[config.mk]
export PLATFORM = sky130hd
export DESIGN_NAME = vend_change_dispenser
export DESIGN_NICKNAME = d
export VERILOG_FILES = /design/src/rtl/vend_pkg.sv /design/src/rtl/vend_pulse_timer.sv /design/src/rtl/vend_change_dispenser.sv
export SDC_FILE = /design/constraint.sdc
export NUM_CORES = 1
export LEC_CHECK = 0
export ABC_AREA = 0
export CAP_MARGIN = 20
export CELL_PAD_IN_SITES_DETAIL_PLACEMENT = 0
export CELL_PAD_IN_SITES_GLOBAL_PLACEMENT = 1
export CORE_ASPECT_RATIO = 0.8
export CORE_MARGIN = 8
export CORE_UTILIZATION = 38
export CTS_BUF_LIST = sky130_fd_sc_hd__clkbuf_8 sky130_fd_sc_hd__clkbuf_16
export CTS_CLUSTER_DIAMETER = 40
export DETAILED_ROUTE_END_ITERATION = 7
export GPL_TIMING_DRIVEN = 0
export HOLD_SLACK_MARGIN = 0.12
export MAX_ROUTING_LAYER = met4
export PLACE_DENSITY_LB_ADDON = 0.1
export SLEW_MARGIN = 40
export SYNTH_ARGS = -nofsm -noshare
export SYNTH_HDL_FRONTEND = slang
export SYNTH_SLANG_ARGS = --single-unit
export TNS_END_PERCENT = 10
[constraint.sdc]
create_clock -name clk -period 1.73 [get_ports clk]
set_input_delay 0.519 -clock clk [delete_from_list [all_inputs] [get_ports clk]]
set_output_delay 0.519 -clock clk [all_outputs]
set_load 0.1 [all_outputs]
[src/rtl/vend_pkg.sv]
// Shared types and constants for the vending-machine change dispenser.
// Amounts are counted in nickel units throughout.
package vend_pkg;

    localparam int DEFAULT_AMT_W         = 5;
    localparam int NICKEL_UNITS_PER_DIME = 2;

    typedef enum logic [2:0] {
        ST_IDLE   = 3'd0,
        ST_SELECT = 3'd1,
        ST_PULSE  = 3'd2,
        ST_GAP    = 3'd3,
        ST_DONE   = 3'd4
    } vend_state_t;

    typedef enum logic {
        COIN_DIME   = 1'b0,
        COIN_NICKEL = 1'b1
    } vend_coin_t;

endpackage

[src/rtl/vend_pulse_timer.sv]
// Loadable down-counter with a terminal-count flag.
// One instance times both the eject pulse and the low gap that follows it.
module vend_pulse_timer #(
    parameter int TW = 3
) (
    input  logic          clk,
    input  logic          rst_n,
    input  logic          i_load,
    input  logic [TW-1:0] i_load_val,
    output logic          o_tc
);

    logic [TW-1:0] r_count;

    always_ff @(posedge clk or negedge rst_n) begin
        if (!rst_n) begin
            r_count <= '0;
        end else if (i_load) begin
            r_count <= i_load_val;
        end else if (r_count != '0) begin
            r_count <= r_count - 1'b1;
        end
    end

    assign o_tc = (r_count == '0);

endmodule

[src/rtl/vend_change_dispenser.sv]
// Change dispenser: turns a change amount into paced dime/nickel eject pulses,
// dimes first, falling back to nickels, and flags any unpaid remainder.
module vend_change_dispenser
    import vend_pkg::*;
#(
    parameter int AMT_W        = DEFAULT_AMT_W,
    parameter int PULSE_CYCLES = 4,
    parameter int GAP_CYCLES   = 2
) (
    input  logic             clk,
    input  logic             rst_n,
    input  logic             req_valid,
    input  logic [AMT_W-1:0] req_amount,
    output logic             req_ready,
    input  logic             dime_empty,
    input  logic             nickel_empty,
    output logic             dime_pulse,
    output logic             nickel_pulse,
    output logic             busy,
    output logic             done,
    output logic             shortfall,
    output logic [AMT_W-1:0] remaining
);

    localparam int MAX_CYC = (PULSE_CYCLES > GAP_CYCLES) ? PULSE_CYCLES : GAP_CYCLES;
    localparam int TW      = $clog2(MAX_CYC + 1);
    localparam logic [TW-1:0]    PULSE_LOAD = TW'(PULSE_CYCLES - 1);
    localparam logic [TW-1:0]    GAP_LOAD   = TW'(GAP_CYCLES - 1);
    localparam logic [AMT_W-1:0] DIME_UNITS = AMT_W'(NICKEL_UNITS_PER_DIME);

    vend_state_t      r_state, w_state_next;
    vend_coin_t       r_coin, w_coin_next;
    logic [AMT_W-1:0] r_remaining, w_remaining_next;
    logic             r_shortfall, w_shortfall_next;
    logic             r_dime_pulse, r_nickel_pulse;
    logic             w_tmr_load;
    logic [TW-1:0]    w_tmr_val;
    logic             w_tmr_tc;

    vend_pulse_timer #(
        .TW (TW)
    ) u_timer (
        .clk        (clk),
        .rst_n      (rst_n),
        .i_load     (w_tmr_load),
        .i_load_val (w_tmr_val),
        .o_tc       (w_tmr_tc)
    );

    always_ff @(posedge clk or negedge rst_n) begin
        if (!rst_n) begin
            r_state        <= ST_IDLE;
            r_coin         <= COIN_DIME;
            r_remaining    <= '0;
            r_shortfall    <= 1'b0;
            r_dime_pulse   <= 1'b0;
            r_nickel_pulse <= 1'b0;
        end else begin
            r_state        <= w_state_next;
            r_coin         <= w_coin_next;
            r_remaining    <= w_remaining_next;
            r_shortfall    <= w_shortfall_next;
            // Pulse drives come straight from flops so the hopper pins never glitch.
            r_dime_pulse   <= (w_state_next == ST_PULSE) && (w_coin_next == COIN_DIME);
            r_nickel_pulse <= (w_state_next == ST_PULSE) && (w_coin_next == COIN_NICKEL);
        end
    end

    always_comb begin
        w_state_next     = r_state;
        w_coin_next      = r_coin;
        w_remaining_next = r_remaining;
        w_shortfall_next = r_shortfall;
        w_tmr_load       = 1'b0;
        w_tmr_val        = '0;
        case (r_state)
            ST_IDLE: begin
                if (req_valid) begin
                    w_state_next     = ST_SELECT;
                    w_remaining_next = req_amount;
                    w_shortfall_next = 1'b0;
                end
            end
            ST_SELECT: begin
                if (r_remaining == '0) begin
                    w_state_next     = ST_DONE;
                    w_shortfall_next = 1'b0;
                end else if (r_remaining >= DIME_UNITS && !dime_empty) begin
                    w_state_next = ST_PULSE;
                    w_coin_next  = COIN_DIME;
                    w_tmr_load   = 1'b1;
                    w_tmr_val    = PULSE_LOAD;
                end else if (!nickel_empty) begin
                    w_state_next = ST_PULSE;
                    w_coin_next  = COIN_NICKEL;
                    w_tmr_load   = 1'b1;
                    w_tmr_val    = PULSE_LOAD;
                end else begin
                    w_state_next     = ST_DONE;
                    w_shortfall_next = 1'b1;
                end
            end
            ST_PULSE: begin
                if (w_tmr_tc) begin
                    w_state_next     = ST_GAP;
                    w_tmr_load       = 1'b1;
                    w_tmr_val        = GAP_LOAD;
                    w_remaining_next = (r_coin == COIN_DIME) ? r_remaining - DIME_UNITS
                                                             : r_remaining - 1'b1;
                end
            end
            ST_GAP: begin
                if (w_tmr_tc) begin
                    w_state_next = ST_SELECT;
                end
            end
            ST_DONE: begin
                w_state_next     = ST_IDLE;
                w_shortfall_next = 1'b0;
            end
            default: begin
                w_state_next = ST_IDLE;
            end
        endcase
    end

    assign busy         = (r_state != ST_IDLE);
    assign req_ready    = !busy;
    assign done         = (r_state == ST_DONE);
    assign shortfall    = r_shortfall;
    assign remaining    = r_remaining;
    assign dime_pulse   = r_dime_pulse;
    assign nickel_pulse = r_nickel_pulse;

endmodule

==> Yosys cells after proc, flatten, opt, wreduce, memory -nomap -nowiden <==
Index checks and enable logic that the tools add are counted.
{ "word_totals": {"reg_bits": 15, "output_inout_bits": 11, "word_cells": 68, "inputBits": 10} }
{ "classes": {"mux": 32, "n_eq_ne": 9, "bitwise_logic": 1, "add_sub_neg": 3, "order_cmp": 1, "n_reduce_logical": 15} }
{ "ops": {"columns": ["cell", "count"], "rows": [
  ["two-way mux 3 bit", 8],
  ["two-way mux 5 bit", 3],
  ["two-way mux 1 bit", 13],
  ["one-hot mux 3 bit (4 select lines)", 1],
  ["one-hot mux 5 bit (2 select lines)", 1],
  ["equality test 3 x 2 -> 1 bit, second input constant", 3],
  ["nonzero test 3 bit", 3],
  ["zero test 3 bit", 2],
  ["two-way mux 2 bit", 3],
  ["!= test 3 bit, second input constant", 2],
  ["greater-or-equal comparator 5 x 2 -> 1 bit, second input constant", 1],
  ["zero test 5 bit", 1],
  ["subtractor 5 x 1 -> 5 bit, second input constant", 1],
  ["subtractor 5 x 2 -> 5 bit, second input constant", 1],
  ["one-hot mux 2 bit (2 select lines)", 1],
  ["AND reduction 4 bit", 1],
  ["nonzero test 2 bit", 2],
  ["equality test 3 x 1 -> 1 bit, second input constant", 1],
  ["equality test 3 bit, second input constant", 1],
  ["logical AND 1 bit", 3],
  ["one-hot mux 1 bit (3 select lines)", 1],
  ["AND reduction 3 bit", 1],
  ["subtractor 3 x 1 -> 3 bit, second input constant", 1],
  ["zero test 1 bit", 2],
  ["other kinds (4)", 4]
]} }

==> Depth between registers and ports, before layout <==
{ "depth": {"ltp_word": 7, "mapped_depth": 7, "ltp_nobuf": 6} }

==> Hierarchy <==
A second synthesis with hierarchy kept.
{ "unflattened": {"hier_cells": 118, "area_unflattened_um2": 1043.5} }
{ "modules_own_cells": {"columns": ["mod", "instances", "area_per_inst_um2", "seq_area_each_um2", "cells_per_inst"], "rows": [
  ["vend_change_dispenser", 1, 843.3, 300.3, 97],
  ["vend_pulse_timer", 1, 200.2, 75.1, 21]
]} }

==> Least setup slack after synthesis <==
Ideal clock, no wire load.
{ "synth_timing": {"path_type": "flip-flop to output port", "start": "register r_state[0]", "end": "output port done", "path_buffers": 1, "arrival_time_ps": 2577, "path_stages_with_launch": 3, "setup_slack_ps": -1366, "t_required_ps": 1211, "path_cell_list": "dfrtp_1 buf_4 nor3_1"} }
{ "synth_via": {"elab_chain_cells": 1} }
{ "synth_lines": {"columns": ["item", "line", "source"], "rows": [
  ["from (decl)", "vend_change_dispenser.sv:31", "vend_state_t r_state, w_state_next;"],
  ["from (signal assigned)", "vend_change_dispenser.sv:59", "r_state <= w_state_next;"],
  ["equality test 3 bit", "vend_change_dispenser.sv:129", "assign done = (r_state == ST_DONE);"],
  ["to (decl)", "vend_change_dispenser.sv:20", "output logic done,"]
]} }
No other way between the ends.

==> Worst setup path after layout <==
{ "layout_timing": {"start": "register r_state[0]", "end": "output port req_ready"} }
{ "layout_via": {"elab_chain_cells": 2} }
{ "layout_lines": {"columns": ["item", "line", "source"], "rows": [
  ["nonzero test 3 bit", "vend_change_dispenser.sv:127", "assign busy = (r_state != ST_IDLE);"],
  ["zero test 1 bit", "vend_change_dispenser.sv:128", "assign req_ready = !busy;"],
  ["to (decl)", "vend_change_dispenser.sv:14", "output logic req_ready,"]
]} }
No other way between the ends.

==> metrics.yaml <==
outcome: "finished with violations"
violations: "negative setup slack"
worst_slack_ns: -0.0258
clock_path_buffers: 2
antenna_found_initial: 0
track_usage_pct: 12.0
muxShareOfSynthArea_pct: 2.86
setup_viol: 2
row_count: 17
io_buffers: 20
hp-start: "u_timer.r_count[1]"
routabilityCongestion: 0.785
required_ns: 1.21
min_period_over_period_pct: 101
die_x_um: 74.7
holdWs_ns: 0.522
root_buffer: "clkbuf_8"
criticalPathCategory: "reg -> out"
synth_ff_type: "dfrtp_1"
yosysWarnings: 0
grt_max_degree: 16
synth-compound-area-share_pct: 25.4
synth_fp_nets: 128
h-tree-depth: 1
layout-drive-gt1-share_pct: 35.0
critical_path.max_fanout: 10
grt_overflow: 0
clk_pin_slew_ns: 0.06
drtAntennaViolNets: 0
dr.pass1.iters: 4
tightest_slew_ns: 0.693
cap_violations: 0
fin_nets: 161
area_growth_pct: 41.3
synth.avg_cell_area_um2: 9.45
synthArstFlopShare_pct: 100
die_y_um: 63.0
critPathLaunch: "r_state[0]"
cts_tree: "yes"
crit_path_end_kind: "primary output"
insertion_delay_ns: 0.25
synthAdderAreaFrac_pct: 8.35
synth-simple-area-share_pct: 20.2
vias: 922
hold_viol: 0
cts_hold_buf: 0
ioPinCount: 21
first_iter_violations: 65
synth-edff-count: 0
drc: 0
synth_top_area_cell: "dfrtp_1"
slew_headroom_pct: 53.7
synthCells: 111
cts_made_buffers: 3
fin_crit_ns: 1.76
ys_types: 43
grt_pass1_wl_um: 4250
seq_area_frac_synth_pct: 35.8
fillers: 266
min_path_type: "reg -> reg"
dpl.hpwl_um: 1840
coreArea_um2: 2700
insertedDiodeCount: 0
fin_setup_tns_ns: -0.0379
maxSlewViolCount: 0
arrival_ns: 1.24
start_util_pct: 38.8
ys_ff_latch: 15
cts_sinks: 15
synth_area_leaders: "dfrtp_1, ha_1, a21oi_1"
syn_area_um2: 1050
dieArea_um2: 4710
rsz0062_at_grt: "yes"
grt_pass1_vias: 860
synth_top_area_share_pct: 35.8
cp-start-kind: "flip-flop"
synth_top_family_by_area: "compound AO/OA/AOI/OAI gates"
via_per_inst: 5.09
max_freq_mhz: 570
skew_ns: 0.00182
timing.rr.start: "remaining[0]"
synth_xor_area_share_pct: 0
wl_per_cell_um: 14.3
finalWirelength_um: 2590
-- critical path, stage by stage, from the launching register on --
cell and delay, ns:
dfrtp_1 0.36, buf_4 0.18, nor2_4 0.12, nand2_4 0.08
inv_6 0.08, buf_12 0.17
-- through the flow --
step / instances / cell area [µm²] / util, % / setup WS, ns
5_1_grt: 181 / 1480 / 54.8 / -0.0852
2_1_floorplan: 111 / 1090 / - / -0.103
4_1_cts: 177 / 1420 / 52.5 / -0.0502
3_3_place_gp: 169 / 1330 / 49.4 / -0.820
6_report: 181 / 1480 / 54.8 / -0.0258
3_5_place_dp: 169 / 1280 / 47.3 / -0.123
-- final timing paths --
path / slack, ns / end / depth (start not counted)
max: -0.03 / req_ready / 5
min: 0.52 / u_timer.r_count[1] / 1
max reg2reg: 0.04 / u_timer.r_count[1] / 6
min reg2reg: 0.52 / u_timer.r_count[1] / 1
max in group asynchronous: 0.53 / remaining[0] / 1
min in group asynchronous: 0.69 / r_state[1] / 1
-- cell families (layout without fill, tap and decap cells) --
family,count (synthesis),count (layout)
buffers and inverters,16,48
adder cells (fa/ha/maj),7,7
multiplexers,3,3
AND/OR/NAND/NOR,33,33
flip-flops,15,15
AO/OA/AOI/OAI,37,37
-- layout by cell type (no fill, tap or decap), types with 3 or more instances in the layout --
master / n
clkdlybuf4s50_1: 9
a21oi_1: 7
o21ai_0: 5
inv_1: 8
o211ai_1: 3
nand2_1: 6
mux2i_1: 3
buf_4: 9
dfrtp_1: 10
ha_1: 7
buf_2: 10
clkbuf_8: 3
nor2_1: 8
dfrtp_4: 3
o21a_1: 3
buf_6: 3
-- routing by layer --
metal / part of all wire, % / GRT usage (%)
met1: 49 / 16.0
met3: 5.0 / 4.01
met4: 0.66 / 2.93
met5: 0 / -
met2: 45 / 16.7
-- Yosys cell counts (all sizes together) (2+ instances only) --
cell     n
or2      2
a31oi    2
o211ai   3
mux2i    3
nor3b    2
nand2    7
o21ai    7
a21oi    8
o21ba    2
or3b     2
inv     11
o21a     3
nand2b   3
nor3     3
buf      5
dfrtp   15
nand3    2
nor2     9
ha       7
-- layout make-up --
class | count | area, µm² | area share [%]
Multi-Input combinational cell | 80 | 663 | 44.8
Sequential cell | 15 | 389 | 26.3
Timing Repair Buffer | 28 | 241 | 16.3
Inverter | 11 | 55.1 | 3.72
Tap cell | 38 | 47.5 | 3.21
Clock buffer | 3 | 41.3 | 2.79
Buffer | 5 | 40.0 | 2.70
Clock inverter | 1 | 3.75 | 0.253
-- what timing repair did --
item	in CTS	in global routing
resized for setup	16	7
buffers inserted	4	4
endpoints found under the setup margin	9	13
pin swaps	2	2
-- sequential cells by signal, indices dropped and copies added (netlist names) --
signal and cells:
nickel_pulse 1, r_state 3, r_coin 1, dime_pulse 1, shortfall 1, u_timer.r_count 3, remaining 5
Power is not shown: default switching activity piles up to over one toggle a cycle in this logic, so the estimate is an artifact.
